### src/rtl/nerv_umem_if.sv
// Memory-side request/response bus of the unified-memory arbiter.
// The arbiter is the master; the SRAM or bus bridge is the slave.
interface nerv_umem_if;
    logic        mem_valid;
    logic        mem_ready;
    logic [31:0] mem_addr;
    logic [3:0]  mem_wstrb;
    logic [31:0] mem_wdata;
    logic [31:0] mem_rdata;

    modport master (
        output mem_valid, mem_addr, mem_wstrb, mem_wdata,
        input  mem_ready, mem_rdata
    );

    modport slave (
        input  mem_valid, mem_addr, mem_wstrb, mem_wdata,
        output mem_ready, mem_rdata
    );
endinterface

### src/rtl/nerv_umem_arbiter.sv
// Shares one variable-latency memory between the core's fetch and data ports, one step at a time.
// Optional one-entry fetch buffer enabled by defining NERV_ARB_FETCH_BUF_EN.
module nerv_umem_arbiter #(
    parameter int WAIT_MAX  = 255,
    parameter int CNT_WIDTH = 32
) (
    input  logic                 clock,
    input  logic                 resetn,
    output logic                 stall,
    input  logic [31:0]          imem_addr,
    output logic [31:0]          imem_data,
    input  logic                 dmem_valid,
    input  logic [31:0]          dmem_addr,
    input  logic [3:0]           dmem_wstrb,
    input  logic [31:0]          dmem_wdata,
    output logic [31:0]          dmem_rdata,
    nerv_umem_if.master          mem,
    output logic                 bus_err,
    output logic [CNT_WIDTH-1:0] retired
);
    localparam int CW = (WAIT_MAX > 0) ? $clog2(WAIT_MAX + 1) : 1;

    typedef enum logic [2:0] {S_IDLE, S_FETCH, S_DECODE, S_DATA, S_COMMIT} state_e;

    state_e                 state_q, state_d;
    logic [31:0]            fetch_addr_q, fetch_addr_d;
    logic [31:0]            imem_data_q, imem_data_d;
    logic [31:0]            dmem_rdata_q, dmem_rdata_d;
    logic [31:0]            daddr_q, daddr_d;
    logic [3:0]             dwstrb_q, dwstrb_d;
    logic [31:0]            dwdata_q, dwdata_d;
    logic                   stall_q, stall_d;
    logic                   mem_valid_q, mem_valid_d;
    logic                   bus_err_q, bus_err_d;
    logic [CNT_WIDTH-1:0]   retired_q, retired_d;
    logic [CW-1:0]          wait_cnt_q, wait_cnt_d;
    logic                   req_done;
    logic                   next_hit;
`ifdef NERV_ARB_FETCH_BUF_EN
    logic                   buf_valid_q, buf_valid_d;
    logic [29:0]            buf_addr_q, buf_addr_d;
    logic [31:0]            buf_data_q, buf_data_d;
    logic                   buf_hit;
`endif

    assign req_done = mem_valid_q && mem.mem_ready;

    always_comb begin
        state_d      = state_q;
        fetch_addr_d = fetch_addr_q;
        imem_data_d  = imem_data_q;
        dmem_rdata_d = dmem_rdata_q;
        daddr_d      = daddr_q;
        dwstrb_d     = dwstrb_q;
        dwdata_d     = dwdata_q;
        retired_d    = retired_q;
        wait_cnt_d   = wait_cnt_q;
`ifdef NERV_ARB_FETCH_BUF_EN
        buf_valid_d  = buf_valid_q;
        buf_addr_d   = buf_addr_q;
        buf_data_d   = buf_data_q;
        buf_hit      = buf_valid_q && (buf_addr_q == fetch_addr_q[31:2]);
`endif

        case (state_q)
            S_IDLE: begin
                fetch_addr_d = imem_addr;
                state_d      = S_FETCH;
            end
            S_FETCH: begin
`ifdef NERV_ARB_FETCH_BUF_EN
                if (buf_hit) begin
                    imem_data_d = buf_data_q;
                    state_d     = S_DECODE;
                end else
`endif
                if (req_done) begin
                    imem_data_d = mem.mem_rdata;
                    state_d     = S_DECODE;
`ifdef NERV_ARB_FETCH_BUF_EN
                    buf_valid_d = 1'b1;
                    buf_addr_d  = fetch_addr_q[31:2];
                    buf_data_d  = mem.mem_rdata;
`endif
                end
            end
            S_DECODE: begin
                if (dmem_valid) begin
                    daddr_d  = dmem_addr;
                    dwstrb_d = dmem_wstrb;
                    dwdata_d = dmem_wdata;
                    state_d  = S_DATA;
                end else begin
                    state_d  = S_COMMIT;
                end
            end
            S_DATA: begin
                if (req_done) begin
                    if (dwstrb_q == 4'b0000)
                        dmem_rdata_d = mem.mem_rdata;
`ifdef NERV_ARB_FETCH_BUF_EN
                    // A store into the buffered word makes the cached instruction stale.
                    else if (buf_valid_q && buf_addr_q == daddr_q[31:2])
                        buf_valid_d = 1'b0;
`endif
                    state_d = S_COMMIT;
                end
            end
            S_COMMIT: begin
                retired_d    = retired_q + CNT_WIDTH'(1);
                fetch_addr_d = imem_addr;
                state_d      = S_FETCH;
            end
            default: state_d = S_IDLE;
        endcase

`ifdef NERV_ARB_FETCH_BUF_EN
        next_hit = buf_valid_d && (buf_addr_d == fetch_addr_d[31:2]);
`else
        next_hit = 1'b0;
`endif

        // Outputs are registered from the next state so they are glitch-free flops.
        stall_d     = (state_d != S_COMMIT);
        mem_valid_d = (state_d == S_DATA) || (state_d == S_FETCH && !next_hit);

        if (state_d != state_q && (state_d == S_FETCH || state_d == S_DATA))
            wait_cnt_d = '0;
        else if (WAIT_MAX != 0 && mem_valid_q && !mem.mem_ready && wait_cnt_q != CW'(WAIT_MAX))
            wait_cnt_d = wait_cnt_q + CW'(1);

        bus_err_d = bus_err_q ||
                    ((WAIT_MAX != 0) && mem_valid_q && (wait_cnt_q == CW'(WAIT_MAX)));
    end

    always_ff @(posedge clock) begin
        if (!resetn) begin
            state_q      <= S_IDLE;
            fetch_addr_q <= '0;
            imem_data_q  <= '0;
            dmem_rdata_q <= '0;
            daddr_q      <= '0;
            dwstrb_q     <= '0;
            dwdata_q     <= '0;
            stall_q      <= 1'b1;
            mem_valid_q  <= 1'b0;
            bus_err_q    <= 1'b0;
            retired_q    <= '0;
            wait_cnt_q   <= '0;
`ifdef NERV_ARB_FETCH_BUF_EN
            buf_valid_q  <= 1'b0;
            buf_addr_q   <= '0;
            buf_data_q   <= '0;
`endif
        end else begin
            state_q      <= state_d;
            fetch_addr_q <= fetch_addr_d;
            imem_data_q  <= imem_data_d;
            dmem_rdata_q <= dmem_rdata_d;
            daddr_q      <= daddr_d;
            dwstrb_q     <= dwstrb_d;
            dwdata_q     <= dwdata_d;
            stall_q      <= stall_d;
            mem_valid_q  <= mem_valid_d;
            bus_err_q    <= bus_err_d;
            retired_q    <= retired_d;
            wait_cnt_q   <= wait_cnt_d;
`ifdef NERV_ARB_FETCH_BUF_EN
            buf_valid_q  <= buf_valid_d;
            buf_addr_q   <= buf_addr_d;
            buf_data_q   <= buf_data_d;
`endif
        end
    end

    // Request fields are pure functions of held state, so they stay put while a request waits.
    assign mem.mem_valid = mem_valid_q;
    assign mem.mem_addr  = ((state_q == S_DATA) ? daddr_q : fetch_addr_q) & 32'hFFFF_FFFC;
    assign mem.mem_wstrb = (state_q == S_DATA) ? dwstrb_q : 4'b0000;
    assign mem.mem_wdata = dwdata_q;

    assign stall      = stall_q;
    assign imem_data  = imem_data_q;
    assign dmem_rdata = dmem_rdata_q;
    assign bus_err    = bus_err_q;
    assign retired    = retired_q;
endmodule
### src/flat_wrapper.sv
// flat-port wrapper written by rule: the top's interface ports become plain ports
module nerv_umem_arbiter_flat 
#(
    parameter int WAIT_MAX  = 255,
    parameter int CNT_WIDTH = 32
)
  (clock, resetn, stall, imem_addr, imem_data, dmem_valid, dmem_addr, dmem_wstrb, dmem_wdata, dmem_rdata, bus_err, retired, mem_mem_valid, mem_mem_addr, mem_mem_wstrb, mem_mem_wdata, mem_mem_ready, mem_mem_rdata);
  nerv_umem_if mem_i ();
  input  logic clock;
  input  logic resetn;
  output logic stall;
  input  logic [31:0] imem_addr;
  output logic [31:0] imem_data;
  input  logic dmem_valid;
  input  logic [31:0] dmem_addr;
  input  logic [3:0] dmem_wstrb;
  input  logic [31:0] dmem_wdata;
  output logic [31:0] dmem_rdata;
  output logic bus_err;
  output logic [CNT_WIDTH-1:0] retired;
  output wire logic [$bits(mem_i.mem_valid)-1:0] mem_mem_valid;
  output wire logic [$bits(mem_i.mem_addr)-1:0] mem_mem_addr;
  output wire logic [$bits(mem_i.mem_wstrb)-1:0] mem_mem_wstrb;
  output wire logic [$bits(mem_i.mem_wdata)-1:0] mem_mem_wdata;
  input wire logic [$bits(mem_i.mem_ready)-1:0] mem_mem_ready;
  input wire logic [$bits(mem_i.mem_rdata)-1:0] mem_mem_rdata;
  assign mem_mem_valid = mem_i.mem_valid;
  assign mem_mem_addr = mem_i.mem_addr;
  assign mem_mem_wstrb = mem_i.mem_wstrb;
  assign mem_mem_wdata = mem_i.mem_wdata;
  assign mem_i.mem_ready = mem_mem_ready;
  assign mem_i.mem_rdata = mem_mem_rdata;
  nerv_umem_arbiter #(.WAIT_MAX(WAIT_MAX), .CNT_WIDTH(CNT_WIDTH)) u_core (.clock(clock), .resetn(resetn), .stall(stall), .imem_addr(imem_addr), .imem_data(imem_data), .dmem_valid(dmem_valid), .dmem_addr(dmem_addr), .dmem_wstrb(dmem_wstrb), .dmem_wdata(dmem_wdata), .dmem_rdata(dmem_rdata), .mem(mem_i), .bus_err(bus_err), .retired(retired));
endmodule
### config.mk
export PLATFORM = sky130hd
export DESIGN_NAME = nerv_umem_arbiter_flat
export DESIGN_NICKNAME = d
export VERILOG_FILES = /design/src/rtl/nerv_umem_if.sv /design/src/rtl/nerv_umem_arbiter.sv /design/src/flat_wrapper.sv
export SDC_FILE = /design/constraint.sdc
export NUM_CORES = 1
export LEC_CHECK = 0
export ABC_AREA = 1
export CAP_MARGIN = 40
export CORE_MARGIN = 1
export CORE_UTILIZATION = 45
export DETAILED_ROUTE_END_ITERATION = 12
export GPL_TIMING_DRIVEN = 1
export PLACE_DENSITY = 0.81
export SLEW_MARGIN = 10
export SYNTH_ARGS = -nofsm -noshare
export SYNTH_HDL_FRONTEND = slang
export SYNTH_SLANG_ARGS = --single-unit
### constraint.sdc
create_clock -name clock -period 2.1 [get_ports clock]
set_input_delay 0.21 -clock clock [delete_from_list [all_inputs] [get_ports clock]]
set_output_delay 0.21 -clock clock [all_outputs]
set_load 0.005 [all_outputs]
Yosys cells after proc, flatten, opt, wreduce, memory -nomap -nowiden
Cells that the tools add are included.
{"block": "totals", "reg_bits": 210, "out_inout_bits": 167}
{"block": "op_classes", "addsub": 2, "n_eq_ne": 10, "n_mux": 6, "n_bitwise": 1, "n_reduce_logical": 15}
{"operator": "32-bit by 1-bit adder with 32-bit output, second input constant", "n": 1}
{"operator": "32-bit two-way mux", "n": 1}
{"operator": "3-bit one-hot mux with 4 select lines", "n": 1}
{"operator": "3-bit by 2-bit == test with 1-bit output, second input constant", "n": 3}
{"operator": "3-bit two-way mux", "n": 3}
{"operator": "8-bit by 1-bit adder with 8-bit output, second input constant", "n": 1}
{"operator": "8-bit == test, second input constant", "n": 1}
{"operator": "8-bit != test, second input constant", "n": 1}
{"operator": "3-bit by 1-bit == test with 1-bit output, second input constant", "n": 2}
{"operator": "1-bit logical AND", "n": 5}
{"operator": "4-bit zero test", "n": 1}
{"operator": "4-bit two-way mux", "n": 1}
{"operator": "2-bit AND reduction", "n": 2}
{"operator": "2-bit OR reduction", "n": 2}
{"operator": "3-bit == test, second input constant", "n": 1}
{"operator": "3-bit zero test", "n": 1}
{"operator": "3-bit != test", "n": 1}
{"operator": "3-bit != test, second input constant", "n": 1}
{"operator": "3-bit AND reduction", "n": 1}
{"operator": "1-bit logical OR", "n": 2}
{"operator": "1-bit zero test", "n": 1}
{"operator": "1-bit NOT", "n": 1}

Depth between registers and ports, before layout
Gate-level depths: netlist (run 1).
{"block": "depth", "depth_word": 7, "ltp_mapped": 11}

Least setup slack after synthesis (run 1)
Ideal clock, no wire load.
{"block": "synth_path", "path_kind": "register to output", "start": "reg u_core.state_q[1]", "end": "out mem_mem_addr[10]", "arrival_time_ns": 1.357, "required_time_ns": 1.890, "slack_ns": 0.533, "path_stages_with_launch": 9, "n_path_buf": 2, "path_cell_list": "dfxtp_1 -> inv_2 -> nor2_2 -> nand2_1 -> clkbuf_1 -> inv_1 -> clkbuf_1 -> nand2_1 -> nand2_1"}
{"block": "synth_via", "elab_chain_len": 2}
{"item": "start: declaration", "line_no": "nerv_umem_arbiter.sv:25", "rtl": "state_e state_q, state_d;"}
{"item": "start signal: assignment", "line_no": "nerv_umem_arbiter.sv:156", "rtl": "state_q <= state_d;"}
{"item": "3-bit by 2-bit == test with 1-bit output", "line_no": "nerv_umem_arbiter.sv:178", "rtl": "assign mem.mem_addr = ((state_q == S_DATA) ? daddr_q : fetch_addr_q) & 32'hFFFF_FFFC;"}
{"item": "32-bit two-way mux", "line_no": "nerv_umem_arbiter.sv:178"}
{"item": "end: declaration", "line_no": "flat_wrapper.sv:22", "rtl": "output wire logic [$bits(mem_i.mem_addr)-1:0] mem_mem_addr;"}
No other way between the ends.

Worst setup path in the final report (run 1)
{"block": "layout_path", "start": "reg u_core.state_q[2]", "end": "out mem_mem_addr[17]"}
Same word-level chain as after synthesis.

==> impl_metrics.py, run 1 <==
metrics = {
    "yosys": {
        "synth_area_per_cell_um2": 7.125,
        "synth.distinct_cells": 36,
        "netlist_instances": 1163,
        "syn_area_um2": 8287,
        "ys_seq_area_share_pct": 49.77,
        "ys_ff_latch": 206,
        "synth_warnings": 0,
    },
    "cts": {
        "clkSinkCount": 206,
        "h-tree-depth": 1,
        "clk_latency_ns": 0.51,
        "cts_root_buf": "clkbuf_16",
        "cts_tree": "yes",
        "clk_pin_slew_ns": 0.06,
        "cts-buffers-inserted": 23,
        "cts_hold_buffers": 0,
        "cts_max_path_buffers": 3,
    },
    "drt": {
        "first_pass_iters": 4,
        "routedWlPerCell_um": 14.82,
        "via_per_inst": 5.037,
        "routed_wl_um": 25140,
        "antenna_left": 0,
        "drc_errors": 0,
        "drtIter0Drc": 417,
        "num_vias": 8543,
    },
    "placed_design": {
        "pre_cts_slack_ns": 0.1983,
        "port_buffers": 296,
        "gp_congestion": 0.9147,
        "hpwl_um": 16580,
    },
    "sta": {
        "fmax_mhz": 500.9,
        "setup_viol": 0,
        "rsz0062_at_grt": "no",
        "period_needed_ns": 1.996,
        "maxSlewViolCount": 0,
        "finalWorstSetupSlack_ns": 0.1037,
        "slew_headroom_pct": 48.62,
        "worstMarginPinSlew_ns": 0.7699,
        "finalClockSkew_ns": 0.007435,
        "hold_slack_ns": 0.2624,
        "finalHoldViolCount": 0,
        "period_share_pct": 95.06,
    },
    "critical_path": {
        "crit_path_end_kind": "output port",
        "crit_type": "reg -> out",
        "crit_chain": "nor2_4, nand2_4, inv_6, buf_16, buf_6, nand2_1, nand2_1, dlygate4sd2_1",
        "crit_fanout": 11,
        "cpMostUsedCell": "nand2_1",
        "critPathMaxStageDelay_ns": 0.37,
        "cp_data_required_time_ns": 1.89,
        "arrival_ns": 1.79,
        "crit_path_top_delay_cell": "dfxtp_4",
        "cp-start-kind": "flop",
    },
    "power": {
        "powerDensity_nw_per_um2": 758.8,
        "peakVddDrop_mv": 0.7495,
        "leakagePower_nw": 5.036,
    },
    "floorplan": {
        "rows": 49,
        "die_w_um": 137.7,
        "start_util_pct": 45.97,
        "core_area_um2": 18020,
        "io_pins": 303,
        "dieArea_um2": 18960,
        "die_h_um": 137.7,
    },
    "flow_run": {
        "drv_cap": 0,
    },
    "grt": {
        "grt_pass1_wl_um": 38930,
        "grt_pass1_vias": 7886,
        "grt_max_degree": 176,
        "antenna_found_initial": 1,
        "grt_overflow": 0,
        "track_usage_pct": 25.91,
    },
    "final_layout": {
        "insertedDiodeCount": 0,
        "drive_above_1_share_pct": 6.339,
        "area_growth_pct": 49.95,
        "multi_input_area_um2": 3615,
        "area.sequential_um2": 4133,
        "final_nets": 1588,
        "n_fill_cell": 1433,
    },
    "outcome": {
        "status": "completed",
    },
    "worst_hold_path": {
        "hp-class": "in -> reg",
    },
}
[state kept, by name (all words and copies together) (netlist names)]
| name | count |
|---|---|
| u_core.stall | 1 |
| u_core.mem.mem_valid | 1 |
| u_core.fetch_addr_q | 30 |
| u_core.retired | 32 |
| u_core.mem.mem_wdata | 32 |
| u_core.state_q | 3 |
| u_core.imem_data | 32 |
| u_core.dwstrb_q | 4 |
| u_core.bus_err | 1 |
| u_core.dmem_rdata | 32 |
| u_core.wait_cnt_q | 8 |
| u_core.daddr_q | 30 |
[path summary, 6_finish.rpt]
check | start | to | slack [ns] | depth (start not counted)
max | u_core.state_q[2] | mem_mem_addr[17] | 0.10 | 8
min | mem_mem_rdata[27] | u_core.dmem_rdata[27] | 0.26 | 3
max reg2reg | u_core.state_q[1] | u_core.retired[25] | 0.13 | 9
min reg2reg | u_core.bus_err | u_core.bus_err | 0.47 | 1
[layout make-up]
cell class / instances / area share (%)
well taps: 229 / 2.306
inverters: 81 / 2.527
repair buffers: 324 / 26.10
clock inverters: 12 / 1.470
multi-input cells: 814 / 29.09
clock buffers: 30 / 5.246
flip-flops and latches: 206 / 33.26
[power breakdown]
part           switching [W]  internal, W  leakage [nW]  total [W]
combinational       0.000434     0.000519          2.96   0.000953
sequential         0.0000730      0.00404          1.67    0.00411
clock                0.00166      0.00270         0.400    0.00436
[what timing repair did]
item / CTS / global route
gates resized for setup: 56 / 11
cloned: 1 / 0
endpoints found under the setup margin: 34 / 8
buffers inserted: 7 / 6
pin swaps: 1 / 1
[Yosys cell counts]
| cell type | instances | area, um^2 |
|---|---|---|
| o31ai_1 | 1 | 7.510 |
| nor2_4 | 1 | 11.26 |
| a31oi_1 | 1 | 6.260 |
| o21bai_1 | 1 | 7.510 |
| nor2_1 | 266 | 998.5 |
| dfxtp_1 | 206 | 4124 |
| o21ai_2 | 2 | 17.52 |
| inv_1 | 76 | 285.3 |
| o21ai_1 | 28 | 140.1 |
| nor3b_1 | 2 | 15.01 |
| nand2_2 | 1 | 6.260 |
| ha_1 | 2 | 25.02 |
| nand3_2 | 1 | 10.01 |
| o22ai_1 | 1 | 6.260 |
| xor2_1 | 9 | 78.83 |
| buf_4 | 5 | 37.54 |
| xnor2_1 | 2 | 17.52 |
| a21oi_1 | 90 | 450.4 |
| and3_1 | 1 | 6.260 |
| nand3b_1 | 1 | 7.510 |
| nand4_1 | 10 | 62.56 |
| buf_1 | 7 | 26.28 |
| nand2_1 | 220 | 825.8 |
| nand3_1 | 18 | 90.09 |
| nor3_2 | 1 | 10.01 |
| conb_1 | 1 | 3.750 |
| inv_2 | 5 | 18.77 |
| nor3_4 | 1 | 16.27 |
| a211oi_1 | 1 | 7.510 |
| nor3_1 | 7 | 35.03 |
| o21ai_0 | 138 | 690.7 |
| o21a_1 | 2 | 15.01 |
| nor4_1 | 1 | 6.260 |
| buf_2 | 8 | 40.04 |
| clkbuf_1 | 43 | 161.4 |
| nor2_2 | 3 | 18.77 |
[critical path: cells and delay by family (launching register included)]
family                 cells  cell delay [ns]
flip-flops                 1             0.37
AND/OR/NAND/NOR            4             0.32
buffers and inverters      4             0.57
[placed cells by master, fill, tap and decap left out, types with 4 or more instances in the layout]
| cell type | synthesis | final |
|---|---|---|
| inv_1 | 76 | 75 |
| o21ai_0 | 138 | 138 |
| dlygate4sd2_1 | 0 | 28 |
| clkdlybuf4s50_1 | 0 | 261 |
| buf_12 | 0 | 7 |
| a21oi_1 | 90 | 90 |
| dfxtp_1 | 206 | 203 |
| nand4_1 | 10 | 10 |
| nor3_1 | 7 | 6 |
| nand2_1 | 220 | 219 |
| nor2_1 | 266 | 266 |
| clkbuf_8 | 0 | 5 |
| nand3_1 | 18 | 18 |
| xor2_1 | 9 | 9 |
| bufinv_16 | 0 | 4 |
| o21ai_1 | 28 | 28 |
| buf_4 | 5 | 19 |
| clkbuf_16 | 0 | 23 |
[cells by family (layout without fill, tap and decap cells)]
kind of cell,Yosys count,in the layout,share of synthesized area [%]
simple gates,534,534,25.58
compound gates,265,265,16.28
flops,206,206,49.77
buf+inv,144,447,6.870
xor+xnor,11,11,1.163
fa+ha+maj,2,2,0.3019
other cells,1,2,0.04525
[layer usage]
layer	global-route usage, %	share of wire, %	vias up
li1	-	-	4298
met1	29.71	39	3844
met2	44.00	47	331
met3	8.315	9.1	68
met4	11.29	4.0	2
met5	0	0.052	-
[metrics by stage]
step | instance area (um^2) | util, % | cells | setup TNS, ns | power (W)
floorplan | 8290 | - | 1164 | 0 | 0.004578
global placement | 11450 | 63.54 | 1641 | 0 | 0.005157
detailed placement | 11450 | 63.54 | 1641 | 0 | 0.005173
CTS | 12360 | 68.58 | 1691 | -0.3490 | 0.009495
global route | 12430 | 68.94 | 1696 | 0 | 0.009767
finish | 12430 | 68.94 | 1696 | 0 | 0.009428
Power figures use the tool's default switching activity.
==> run 2: changes to the inputs <==
Settings changed: PLACE_DENSITY 0.81 to 0.9, SLEW_MARGIN 10 to not set.
==> impl_metrics.py, run 2 (synthesis results as in run 1) <==
metrics = {
    "sta": {
        "slew_headroom_pct": 64.80,
        "rsz0062_at_grt": "yes",
        "fmax_mhz": 475.0,
        "tns_ns": -0.008703,
        "finalWorstSetupSlack_ns": -0.005178,
        "hold_slack_ns": 0.1373,
        "worstMarginPinSlew_ns": 0.5280,
        "finalHoldViolCount": 0,
        "period_share_pct": 100.2,
        "finalClockSkew_ns": 0.01308,
        "period_needed_ns": 2.105,
        "maxSlewViolCount": 0,
        "setup_viol": 2,
    },
    "floorplan": {
        "die_w_um": 137.7,
        "rows": 49,
        "io_pins": 303,
        "die_h_um": 137.7,
        "start_util_pct": 45.97,
        "core_area_um2": 18020,
        "dieArea_um2": 18960,
    },
    "cts": {
        "cts_tree": "yes",
        "cts_root_buf": "clkbuf_16",
        "cts_max_path_buffers": 3,
        "cts-buffers-inserted": 23,
        "clk_pin_slew_ns": 0.06,
        "cts_hold_buffers": 0,
        "clkSinkCount": 206,
        "h-tree-depth": 1,
        "clk_latency_ns": 0.51,
    },
    "final_layout": {
        "stdcell_area_um2": 12290,
        "drive_above_1_share_pct": 5.540,
        "layout_common_cells": "nor2_1 (266), clkdlybuf4s50_1 (264), nand2_1 (219), dfxtp_1 (204), o21ai_0 (138)",
        "area.sequential_um2": 4126,
        "area_growth_pct": 48.32,
        "final_nets": 1584,
        "utilization_pct": 68.19,
        "layout_commonest_cell": "nor2_1",
        "insertedDiodeCount": 0,
        "n_fill_cell": 1447,
        "multi_input_area_um2": 3615,
    },
    "critical_path": {
        "crit_chain": "nor2_4, nand2_4, inv_4, buf_4, nand2_1, nand2_1, clkdlybuf4s50_1",
        "r2r_slack_ns": 0.27,
        "crit_path_top_delay_cell": "clkdlybuf4s50_1",
        "crit_type": "reg -> out",
        "arrival_ns": 1.90,
        "crit_fanout": 5,
        "critPathMaxStageDelay_ns": 0.49,
        "critPathTopFamily": "buffers and inverters",
        "crit_path_end_kind": "output port",
        "cpMostUsedCell": "nand2_1",
        "critPathBufInv": 3,
        "cp_data_required_time_ns": 1.89,
        "cp-start-kind": "flop",
    },
    "grt": {
        "grt_pass1_wl_um": 39320,
        "track_usage_pct": 26.39,
        "antenna_found_initial": 0,
        "grt_overflow": 0,
        "grt_max_degree": 93,
        "grt_pass1_vias": 8153,
    },
    "power": {
        "peakVddDrop_mv": 0.6816,
        "p_sw_w": 0.002104,
        "finalPower_w": 0.009159,
        "switching_share_pct": 22.97,
        "powerDensity_nw_per_um2": 745.2,
        "power_frac_clock_pct": 44.6,
        "power_frac_comb_pct": 10.5,
        "p_int_w": 0.007056,
        "leakagePower_nw": 4.959,
        "seqPwrFrac_pct": 44.9,
    },
    "placed_design": {
        "port_buffers": 296,
        "place_area_um2": 11480,
        "hpwl_um": 17730,
        "gp_congestion": 0.8722,
    },
    "drt": {
        "drtIter0Drc": 441,
        "routedWlPerCell_um": 15.17,
        "num_vias": 8701,
        "drc_errors": 0,
        "routed_wl_um": 25650,
        "first_pass_iters": 7,
        "via_per_inst": 5.145,
        "antenna_left": 0,
    },
    "worst_hold_path": {
        "hp-class": "in -> reg",
    },
    "outcome": {
        "violations": "negative setup slack",
        "status": "complete, but fails checks",
    },
    "flow_run": {
        "drv_cap": 0,
    },
}
[run 2: cell count changes in the layout (fill, tap and decap cells not counted), sizes merged]
cell           change
buf                -7
clkdlybuf4s50      +3
clkinv             +2
clkinvlp           -2
bufinv             -1
clkbuf             +1
clkdlybuf4s15      +1
dlymetal6s2s       -1
inv                -1
[run 2: worst min-delay path, delay by kind of cell]
family,cells,cell delay (ns)
AOI/OAI and AO/OA,1,0.12
buffers and inverters,2,0.27
[run 2: final timing paths]
path | startpoint | endpoint | cells after the start
min reg2reg | u_core.bus_err | u_core.bus_err | 1
max | u_core.state_q[2] | mem_mem_addr[8] | 7
max reg2reg | u_core.retired[0] | u_core.retired[24] | 8
min | resetn | u_core.state_q[1] | 3
[run 2: per-layer routing]
metal	GRT usage, %	part of all wire [%]	up-vias
met4	12.80	4.2	0
li1	-	-	4296
met3	7.873	9.8	69
met5	0	0	-
met2	46.40	48	380
met1	28.84	38	3956
[run 2: layout make-up]
type	count	share of cell area (%)
inverter	81	2.494
clock inverter	10	1.069
sequential	206	33.57
multi-input combinational	814	29.41
timing repair buffer	320	25.95
clock buffer	31	5.172
tap	229	2.331
[run 2: metrics by stage]
stage / std cells / worst slack (ns)
after floorplan: 1164 / 0.5331
after global placement: 1646 / 0.2239
after detailed placement: 1646 / 0.1994
after CTS: 1690 / -0.03099
after global routing: 1691 / -0.09774
final: 1691 / -0.005178
[run 2: repair_timing]
item,CTS,global route
buffers inserted,2,1
cloned,1,0
pin swaps,1,1
resized for setup,44,3
setup endpoints to repair,34,7
[run 2: power by group through the flow]
stage | clock (W) | combinational [W] | sequential, W
2_1_floorplan | 0 | 0.000389 | 0.00419
3_5_place_dp | 0 | 0.000988 | 0.00420
5_1_grt | 0.00431 | 0.00106 | 0.00413
3_3_place_gp | 0 | 0.000967 | 0.00419
6_report | 0.00408 | 0.000962 | 0.00412
4_1_cts | 0.00415 | 0.000964 | 0.00411
==> run 3: changes to the inputs <==
Settings changed: CORE_MARGIN 1 to not set.
==> results of run 3 <==
Same layout as run 2: the final DEF is identical, and so are final timing and power.
